### src/rtl/telemetry_pkg.sv
// telemetry_pkg: shared state encoding, sync defaults and frame-length helper for the telemetry framer.
package telemetry_pkg;
    typedef enum logic [2:0] {IDLE, POP, LOAD, START, WAIT} tlm_state_t;
    localparam logic [7:0] DEF_SYNC0 = 8'hAA;
    localparam logic [7:0] DEF_SYNC1 = 8'h55;
    function automatic int frame_len(int width);
        return width / 8 + 3;
    endfunction
endpackage

### src/rtl/telemetry_frame_tx_if.sv
// telemetry_frame_tx_if: FIFO read port and uart_tx start/done handshake seen by the framer.
interface telemetry_frame_tx_if #(parameter int W = 224);
    logic         fifo_empty;
    logic [W-1:0] fifo_rd_data;
    logic         fifo_rd_en;
    logic         uart_tx_done;
    logic         uart_start_tx;
    logic [7:0]   uart_tx_din;
    modport master(input fifo_empty, fifo_rd_data, uart_tx_done, output fifo_rd_en, uart_start_tx, uart_tx_din);
    modport slave(output fifo_empty, fifo_rd_data, uart_tx_done, input fifo_rd_en, uart_start_tx, uart_tx_din);
endinterface

### src/rtl/telemetry_frame_tx_byte_sel.sv
// frame_byte_sel: picks the frame byte for a given index (sync pair, payload MSB byte first, checksum).
module frame_byte_sel import telemetry_pkg::*; #(
    parameter int         W     = 224,
    parameter logic [7:0] SYNC0 = DEF_SYNC0,
    parameter logic [7:0] SYNC1 = DEF_SYNC1,
    parameter int         IW    = 5
) (
    input  logic [W-1:0]  payload,
    input  logic [IW-1:0] idx,
    input  logic [7:0]    csum,
    output logic [7:0]    byte_o
);
    localparam int PW = $clog2(W);
    logic [PW-1:0] base;
    // base is meaningless for sync/checksum indices; the select below never uses it then
    assign base   = PW'(W - 1) - PW'({idx - IW'(2), 3'b000});
    assign byte_o = idx == '0 ? SYNC0 :
                    idx == IW'(1) ? SYNC1 :
                    idx == IW'(W / 8 + 2) ? -csum :
                    payload[base -: 8];
endmodule

### src/rtl/telemetry_frame_tx.sv
// telemetry_frame_tx: pops 224-bit telemetry words and streams them to uart_tx as
// SYNC0, SYNC1, payload bytes (MSB first), two's-complement checksum.
module telemetry_frame_tx import telemetry_pkg::*; #(
    parameter int         FIFO_RD_DATA_WIDTH = 224,
    parameter logic [7:0] SYNC0              = DEF_SYNC0,
    parameter logic [7:0] SYNC1              = DEF_SYNC1,
    parameter int         CNT_WIDTH          = 16
) (
    input  logic                 clk,
    input  logic                 reset,
    input  logic                 fsm_en,
    output logic                 busy,
    output logic [CNT_WIDTH-1:0] frame_count,
    telemetry_frame_tx_if.master bus
);
    localparam int W = FIFO_RD_DATA_WIDTH;
    localparam int NB = W / 8;
    localparam int IW = $clog2(frame_len(W));
    localparam logic [IW-1:0] LAST = IW'(NB + 2);

    if (W % 8 != 0) begin : g_width_check
        $error("FIFO_RD_DATA_WIDTH must be a multiple of 8");
    end

    tlm_state_t           state_q, state_d;
    logic [W-1:0]         payload_q, payload_d;
    logic [IW-1:0]        idx_q, idx_d;
    logic [7:0]           csum_q, csum_d;
    logic [CNT_WIDTH-1:0] cnt_q, cnt_d;
    logic                 rd_en_q, rd_en_d;
    logic                 start_q, start_d;
    logic                 busy_q, busy_d;
    logic [7:0]           din_q, din_d;
    logic [7:0]           sel_byte;

    // Selector sees next-cycle values so the byte is registered alongside its start pulse
    frame_byte_sel #(.W(W), .SYNC0(SYNC0), .SYNC1(SYNC1), .IW(IW)) u_sel (
        .payload(payload_d),
        .idx(idx_d),
        .csum(csum_d),
        .byte_o(sel_byte)
    );

    always_comb begin
        state_d   = state_q;
        payload_d = payload_q;
        idx_d     = idx_q;
        csum_d    = csum_q;
        cnt_d     = cnt_q;
        case (state_q)
            IDLE:  state_d = fsm_en && !bus.fifo_empty ? POP : IDLE;
            POP:   state_d = LOAD;
            LOAD: begin
                payload_d = bus.fifo_rd_data;
                idx_d     = '0;
                csum_d    = '0;
                state_d   = START;
            end
            START: state_d = WAIT;
            WAIT: begin
                if (bus.uart_tx_done && idx_q == LAST) begin
                    cnt_d   = cnt_q + 1'b1;
                    state_d = IDLE;
                end else if (bus.uart_tx_done) begin
                    // Only payload bytes (idx 2..NB+1) feed the checksum
                    csum_d  = idx_q >= IW'(2) ? csum_q + din_q : csum_q;
                    idx_d   = idx_q + 1'b1;
                    state_d = START;
                end
            end
            default: state_d = IDLE;
        endcase
        rd_en_d = state_d == POP;
        start_d = state_d == START;
        busy_d  = state_d != IDLE;
        din_d   = start_d ? sel_byte : din_q;
    end

    always_ff @(posedge clk or posedge reset) begin
        if (reset) begin
            state_q   <= IDLE;
            payload_q <= '0;
            idx_q     <= '0;
            csum_q    <= '0;
            cnt_q     <= '0;
            rd_en_q   <= 1'b0;
            start_q   <= 1'b0;
            busy_q    <= 1'b0;
            din_q     <= '0;
        end else begin
            state_q   <= state_d;
            payload_q <= payload_d;
            idx_q     <= idx_d;
            csum_q    <= csum_d;
            cnt_q     <= cnt_d;
            rd_en_q   <= rd_en_d;
            start_q   <= start_d;
            busy_q    <= busy_d;
            din_q     <= din_d;
        end
    end

    assign bus.fifo_rd_en    = rd_en_q;
    assign bus.uart_start_tx = start_q;
    assign bus.uart_tx_din   = din_q;
    assign busy              = busy_q;
    assign frame_count       = cnt_q;
endmodule

### src/flat_wrapper.sv
// flat-port wrapper written by rule: the top's interface ports become plain ports
module telemetry_frame_tx_flat import telemetry_pkg::*;
#(
    parameter int         FIFO_RD_DATA_WIDTH = 224,
    parameter logic [7:0] SYNC0              = DEF_SYNC0,
    parameter logic [7:0] SYNC1              = DEF_SYNC1,
    parameter int         CNT_WIDTH          = 16
)
  (clk, reset, fsm_en, busy, frame_count, bus_fifo_empty, bus_fifo_rd_data, bus_uart_tx_done, bus_fifo_rd_en, bus_uart_start_tx, bus_uart_tx_din);
  telemetry_frame_tx_if #(.W((224))) bus_i ();
  input  logic clk;
  input  logic reset;
  input  logic fsm_en;
  output logic busy;
  output logic [CNT_WIDTH-1:0] frame_count;
  input wire logic [$bits(bus_i.fifo_empty)-1:0] bus_fifo_empty;
  input wire logic [$bits(bus_i.fifo_rd_data)-1:0] bus_fifo_rd_data;
  input wire logic [$bits(bus_i.uart_tx_done)-1:0] bus_uart_tx_done;
  output wire logic [$bits(bus_i.fifo_rd_en)-1:0] bus_fifo_rd_en;
  output wire logic [$bits(bus_i.uart_start_tx)-1:0] bus_uart_start_tx;
  output wire logic [$bits(bus_i.uart_tx_din)-1:0] bus_uart_tx_din;
  assign bus_i.fifo_empty = bus_fifo_empty;
  assign bus_i.fifo_rd_data = bus_fifo_rd_data;
  assign bus_i.uart_tx_done = bus_uart_tx_done;
  assign bus_fifo_rd_en = bus_i.fifo_rd_en;
  assign bus_uart_start_tx = bus_i.uart_start_tx;
  assign bus_uart_tx_din = bus_i.uart_tx_din;
  telemetry_frame_tx #(.FIFO_RD_DATA_WIDTH(FIFO_RD_DATA_WIDTH), .SYNC0(SYNC0), .SYNC1(SYNC1), .CNT_WIDTH(CNT_WIDTH)) u_core (.clk(clk), .reset(reset), .fsm_en(fsm_en), .busy(busy), .frame_count(frame_count), .bus(bus_i));
endmodule
### config.mk
export PLATFORM = sky130hd
export DESIGN_NAME = telemetry_frame_tx_flat
export DESIGN_NICKNAME = d
export VERILOG_FILES = /design/src/rtl/telemetry_pkg.sv /design/src/rtl/telemetry_frame_tx_if.sv /design/src/rtl/telemetry_frame_tx_byte_sel.sv /design/src/rtl/telemetry_frame_tx.sv /design/src/flat_wrapper.sv
export SDC_FILE = /design/constraint.sdc
export NUM_CORES = 1
export LEC_CHECK = 0
export ABC_AREA = 1
export CORE_ASPECT_RATIO = 2
export CORE_MARGIN = 1
export CORE_UTILIZATION = 33
export DETAILED_ROUTE_END_ITERATION = 16
export DONT_BUFFER_PORTS = 1
export REMOVE_ABC_BUFFERS = 1
export SYNTH_ARGS = -nofsm -noshare
export SYNTH_HDL_FRONTEND = slang
export SYNTH_SLANG_ARGS = --single-unit
### constraint.sdc
create_clock -name clk -period 11.5 [get_ports clk]
set_clock_uncertainty 0.1 [all_clocks]
set_input_delay 2.3 -clock clk [delete_from_list [all_inputs] [get_ports clk]]
set_output_delay 2.3 -clock clk [all_outputs]
set_load 0.02 [all_outputs]
==> out/results.tsv, run 1 <==
metric	value	unit
status	complete, no violations	
power_density	326	nW/µm²
r2r_cells	17	
criticalPathCategory	primary input to flip-flop	
start_util	33.6	%
clk_latency	570	ps
coreArea	40300	µm²
cts_resized	0	
period_share	52.6	%
clk_pin_slew_worst_paths	60	ps
rsz0062_at_grt	false	
synth-seq-area-share	49.2	%
drv_cap	0	
avgSynthCellArea	7.56	µm²
top_usage_layer	met2	
grt_use_met1	22.1	%
postCtsSetupRepairBufs	0	
endpoint_kind	flip-flop	
fin_setup_tns	0	ps
via_per_inst	4.91	
hp-class	flip-flop to flip-flop	
drt-initial-drc-count	625	
dp_cells	2241	
hold_buffers	0	
setup_slack	5450	ps
yosys.area_share.adder	1.35	%
vias	11300	
min_to	u_core.payload_q[107]$_DFF_PP0_	
synthDistinctLibCells	37	
drtAntennaViolNets	0	
core.rowCount	104	
finalHoldViolations	0	
drc	0	
drt_wl_total	44700	µm
tightest_slew	1060	ps
timing.fmax	165	MHz
required	11840	ps
final_net_count	1983	
timing.rr.start	u_core.state_q[2]$_DFF_PP0_	
syn_area	13600	µm²
drv_slew	0	
vdd_drop_max	0.198	mV
io_buffer_count	0	
antenna_found_initial	14	
fin_hold_ws	369	ps
synth-simple-area-share	32.3	%
cpMaxStageDelayCell	ha_1	
cts_tree	yes	
ios	256	
crit_top_cell	nand2_1	
cts_buffers	27	
drive_gt1_share	8.87	%
synth-seq-cells	267	
synth_top_family_by_area	simple AND/OR/NAND/NOR gates	
synth.area.top_cells	dfrtp_1 (49%), nand2_1 (19%), nand3_1 (6.1%)	
max_stage_delay	800	ps
hold_path_depth	2	
critical_path.cell_chain	nand3_2 > nor2_4 > nand2_1 > nand2_1 > nand2_1 > buf_4 > ha_1 > inv_1 > ha_1 > nor2_1 > nand2_1 > nand2_1 > clkinv_1 > nand3_1 > nand3_1 > nand3_1 > a21oi_1	
dr.pass1.iters	5	
routedWlPerCell	19.4	µm
setup_viol	0	
final_common_cell	nand2_1	
netlist_instances	1795	
gp_congestion	0.868	
cp_max_fo	27	
grt.total_usage	21.0	%
clock-root-buffer	clkbuf_16	
final.min_clock_period	6050	ps
final_cell_mix	nand2_1 (702), dfrtp_1 (267), inv_1 (184)	
grt_max_degree	173	
hpwl	31300	µm
use_met3	2.74	%
final_area	14800	µm²
synth_top_area_share	49.2	%
htreeDepth	1	
power.leakage	7.53	nW
synthMuxAreaShare	0.664	%
grt_pass1_wl	67000	µm
placed_cell_area	13900	µm²
die_height	289	µm
grt_use_met2	40.0	%
area_growth	9.25	%
cts_buffer_depth	3	
clkSinkCount	267	
fin_cells	2300	
yosys_warnings	0	
die_width	145	µm
die_area	42000	µm²
yosys.area.top_type	dfrtp_1	
grt_pass1_vias	11600	
critPathLaunchType	primary input	
min-delay-start	u_core.payload_q[107]$_DFF_PP0_	
cp.arrival	6390	ps
post-place-ws	4860	ps
synth_compound_area_share	6.88	%
grt-ovfl-total	0	
relSlewSlack	29.4	%
ff2ff_setup_slack	6230	ps
synthXorXnorAreaFrac	1.16	%
regToRegEndpoint	u_core.bus.uart_tx_din[7]$_DFFE_PP0P_	
[how the worst max path moves through the flow]
stage | startpoint | end | slack [ps] | cells past startpoint
6_report | bus_uart_tx_done | u_core.bus.uart_tx_din[7]$_DFFE_PP0P_ | 5450 | 17
5_1_grt | bus_uart_tx_done | u_core.bus.uart_tx_din[7]$_DFFE_PP0P_ | 5110 | 17
4_1_cts | bus_uart_tx_done | u_core.bus.uart_tx_din[7]$_DFFE_PP0P_ | 5440 | 17
3_5_place_dp | bus_uart_tx_done | u_core.bus.uart_tx_din[7]$_DFFE_PP0P_ | 4860 | 17
3_3_place_gp | bus_uart_tx_done | u_core.bus.uart_tx_din[7]$_DFFE_PP0P_ | 5090 | 17
2_1_floorplan | reset | u_core.bus.fifo_rd_en$_DFF_PP0_ | 1750 | 1
[power by group]
group | total, mW | leakage, nW | internal (mW) | switching [mW]
Combinational | 2.40 | 3.94 | 0.722 | 1.68
Sequential | 1.52 | 3.17 | 1.36 | 0.157
Clock | 0.907 | 0.432 | 0.518 | 0.389
[metrics by stage]
stage	util [%]	power, mW
final	36.8	4.83
after detailed placement	34.5	3.97
after global placement	34.5	3.93
after CTS	36.7	4.90
after global routing	36.8	5.24
after floorplan	-	3.24
[sequential cells by signal, indices dropped and copies added (netlist names)]
register                  flops
u_core.bus.fifo_rd_en         1
u_core.bus.uart_start_tx      1
u_core.bus.uart_tx_din        8
u_core.busy                   1
u_core.csum_q                 8
u_core.frame_count           16
u_core.idx_q                  5
u_core.payload_q            224
u_core.state_q                3
[cells in the mapped netlist (all sizes together)]
master and count:
o21ai 133, o22ai 1, nand4 15, clkinv 1, nor2 44, a31oi 1
xnor2 6, nand3 168, ha 13, clkbuf 30, o211ai 10, nor3b 1
buf 60, o21a 1, inv 190, and2 2, or2 84, mux2i 9
dfrtp 267, xor2 12, nand2 709, nor4 1, a21oi 32, nor3 3
fa 1, a31o 1
[logic make-up after synthesis]
| kind of cell | count (synthesis) |
|---|---|
| AO/OA/AOI/OAI | 179 |
| XOR/XNOR | 18 |
| adder cells (fa/ha/maj) | 14 |
| buffers and inverters | 281 |
| flip-flops | 267 |
| multiplexers | 9 |
| AND/OR/NAND/NOR | 1027 |
[area by class of cell]
type / count / area (µm²)
Fill cell: 4282 / 25500
Sequential cell: 267 / 6680
Multi-Input combinational cell: 1247 / 5790
Clock buffer: 42 / 792
Inverter: 191 / 729
Tap cell: 530 / 663
Clock inverter: 6 / 91.3
Timing Repair Buffer: 6 / 57.6
Antenna cell: 11 / 27.5
[layer usage]
| metal | routed length [µm] | up-vias |
|---|---|---|
| met5 | 37 | - |
| met4 | 2030 | 6 |
| met3 | 1710 | 86 |
| met2 | 24600 | 298 |
| met1 | 16300 | 5434 |
| li1 | - | 5475 |
[worst max-delay path: cells and delay by family]
family                   cells  cell delay, ps
buffers and inverters        3             850
adder cells (fa/ha/maj)      2            1530
AND/OR/NAND/NOR             11            1620
AO/OA/AOI/OAI                1              60
Power figures use the tool's default switching activity.
==> inputs of run 2 (changes only) <==
Settings changed: ABC_AREA 1 to 0.
Clock period 11.5 ns to 5.45 ns, I/O delays scaled along.
==> run 2 against run 1 <==
Area after synthesis is 5.1% lower. Clock-buffer cell count is 2 lower. Highest routed layer is now met4. Sequential power grew 110%.
==> out/results.tsv, run 2 <==
metric	value	unit
cp.arrival	4820	ps
drt-initial-drc-count	556	
synth-simple-area-share	25.1	%
max_stage_delay	710	ps
top_register	u_core.payload_q	
cts_resized	0	
fill_cells	3951	
synth_most_common_cell	nand2_1	
cpMaxStageDelayCell	nor2b_1	
cts_tree	yes	
endpoint_kind	flip-flop	
grt_use_met1	20.7	%
synthMuxAreaShare	10.8	%
final_area	14200	µm²
fin_setup_tns	0	ps
fin_hold_ws	368	ps
setup_viol	0	
clkSinkCount	267	
hold_buffers	0	
hpwl	27400	µm
coreArea	38500	µm²
synth_top_area_share	51.9	%
postCtsSetupRepairBufs	0	
critPathLaunchType	flip-flop	
tightest_slew	1000	ps
synthXorXnorAreaFrac	1.84	%
synth_top_family_by_area	simple AND/OR/NAND/NOR gates	
drt_wl_total	38200	µm
utilization	37.0	%
synthArstFlopShare	100	%
required	5810	ps
drc	0	
power.leakage	7.23	nW
die_height	281	µm
period_share	82.0	%
grt-ovfl-total	0	
relSlewSlack	33.1	%
yosys.area_share.adder	1.42	%
clk_pin_slew_worst_paths	70	ps
synthDistinctLibCells	72	
gp_congestion	0.843	
top_usage_layer	met2	
die_width	142	µm
core.rowCount	102	
dr.pass1.iters	5	
final.min_clock_period	4470	ps
final_common_cell	nand2_1	
hp-class	flip-flop to flip-flop	
drv_cap	0	
synth.area.top_cells	dfrtp_1 (52%), nand2_1 (20%), mux4_2 (5.4%)	
status	complete, no violations	
cts_buffers	26	
htreeDepth	1	
largest_reg_flops	224	
placed_cell_area	13400	µm²
syn_area	12900	µm²
start_util	33.4	%
clk_latency	540	ps
final_net_count	1617	
synth_edf_count	0	
die_area	39900	µm²
grt.total_usage	19.2	%
io_buffer_count	0	
antenna_found_initial	10	
synth_compound_area_share	5.89	%
rsz0062_at_grt	false	
drtAntennaViolNets	0	
timing.fmax	224	MHz
area_growth	10.6	%
netlist_instances	1409	
use_met3	2.51	%
synth-seq-cells	267	
yosys.area.top_type	dfrtp_1	
cp_max_fo	12	
grt_pass1_wl	57500	µm
vias	9619	
clock-root-buffer	clkbuf_16	
critical_path.cell_chain	nand4bb_1 > or3_1 > and2_1 > ha_1 > inv_1 > ha_1 > nor3_1 > a311oi_1 > nor2b_1 > mux2i_1 > o211a_1 > a211oi_1	
power_density	645	nW/µm²
grt_max_degree	194	
final_cell_mix	nand2_1 (703), dfrtp_1 (267), mux2i_1 (58)	
netlist_top_cells_count	nand2_1 (703), dfrtp_1 (267), mux2i_1 (58)	
vdd_drop_max	0.354	mV
synth_ff_type	dfrtp_1	
criticalPathCategory	flip-flop to flip-flop	
routedWlPerCell	19.8	µm
via_per_inst	5.00	
cts_buffer_depth	3	
grt_pass1_vias	9880	
drive_gt1_share	8.61	%
avgSynthCellArea	9.14	µm²
finalHoldViolations	0	
yosys_warnings	0	
drv_slew	0	
grt_use_met2	35.4	%
crit_top_cell	ha_1	
synth-seq-area-share	51.9	%
ios	256	
-- run 2: changes by cell type in the layout (fill, tap and decap cells not counted), sizes merged, moves of 10 or more --
cell	previous run	this run
a21oi	32	16
inv	192	13
mux2	0	10
mux2i	9	58
mux4	0	31
nand3	168	14
o21ai	133	14
or2	84	7
xnor2	6	19
-- run 2: per-stage QoR --
stage,power [mW],cells,worst slack [ps]
floorplan,6.26,1332,-5000
global placement,7.38,1866,714
detailed placement,7.49,1866,581
CTS,9.35,1914,974
global route,9.89,1924,625
finish,9.19,1924,983
-- run 2: logic make-up after synthesis --
kind of cell | count (synthesis)
XOR/XNOR | 27
flip-flops | 267
buffers and inverters | 92
AO/OA/AOI/OAI | 101
adder cells (fa/ha/maj) | 14
multiplexers | 99
AND/OR/NAND/NOR | 809
-- run 2: final timing paths --
| path | from | end | slack [ps] | cells after the start |
|---|---|---|---|---|
| worst max-delay path | u_core.state_q[0]$_DFF_PP0_ | u_core.bus.uart_tx_din[7]$_DFFE_PP0P_ | 980 | 12 |
| worst max register to register | u_core.state_q[0]$_DFF_PP0_ | u_core.bus.uart_tx_din[7]$_DFFE_PP0P_ | 980 | 12 |
| max in group asynchronous | reset | u_core.payload_q[158]$_DFF_PP0_ | 3600 | 2 |
| min in group asynchronous | reset | u_core.payload_q[82]$_DFF_PP0_ | 410 | 1 |
| worst min-delay path | u_core.payload_q[222]$_DFF_PP0_ | u_core.payload_q[222]$_DFF_PP0_ | 370 | 2 |
| worst min register to register | u_core.payload_q[222]$_DFF_PP0_ | u_core.payload_q[222]$_DFF_PP0_ | 370 | 2 |
-- run 2: worst max-delay path, delay by kind of cell, from the launching register on --
kind	cells	cell delay, ps
and+or+nand+nor	5	1990
DFF	1	520
adders and majority gates	2	780
AOI/OAI and AO/OA	3	590
buffers and inverters	1	210
muxes	1	180
-- run 2: layout make-up --
cell class              instances  area [µm²]  share of cell area (%)
clock buffers                  40         805                    5.65
inverters                      15        65.1                   0.457
diodes                         10        25.0                   0.176
clock inverters                 8        51.3                   0.360
repair buffers                 14         155                    1.09
multi-input cells            1050        5810                    40.8
flip-flops and latches        267        6680                    46.9
well taps                     520         651                    4.57
-- run 2: power by group --
| part | leakage, nW | internal [mW] | total (mW) | switching, mW |
|---|---|---|---|---|
| logic | 3.48 | 1.48 | 4.14 | 2.66 |
| registers | 3.33 | 2.86 | 3.23 | 0.376 |
| clock network | 0.416 | 1.02 | 1.82 | 0.798 |
-- run 2: metal layers --
metal | wire [µm] | vias to the layer above
met2 | 20500 | 282
met4 | 2270 | 0
met1 | 13900 | 4675
met3 | 1510 | 91
met5 | 0 | -
li1 | - | 4571
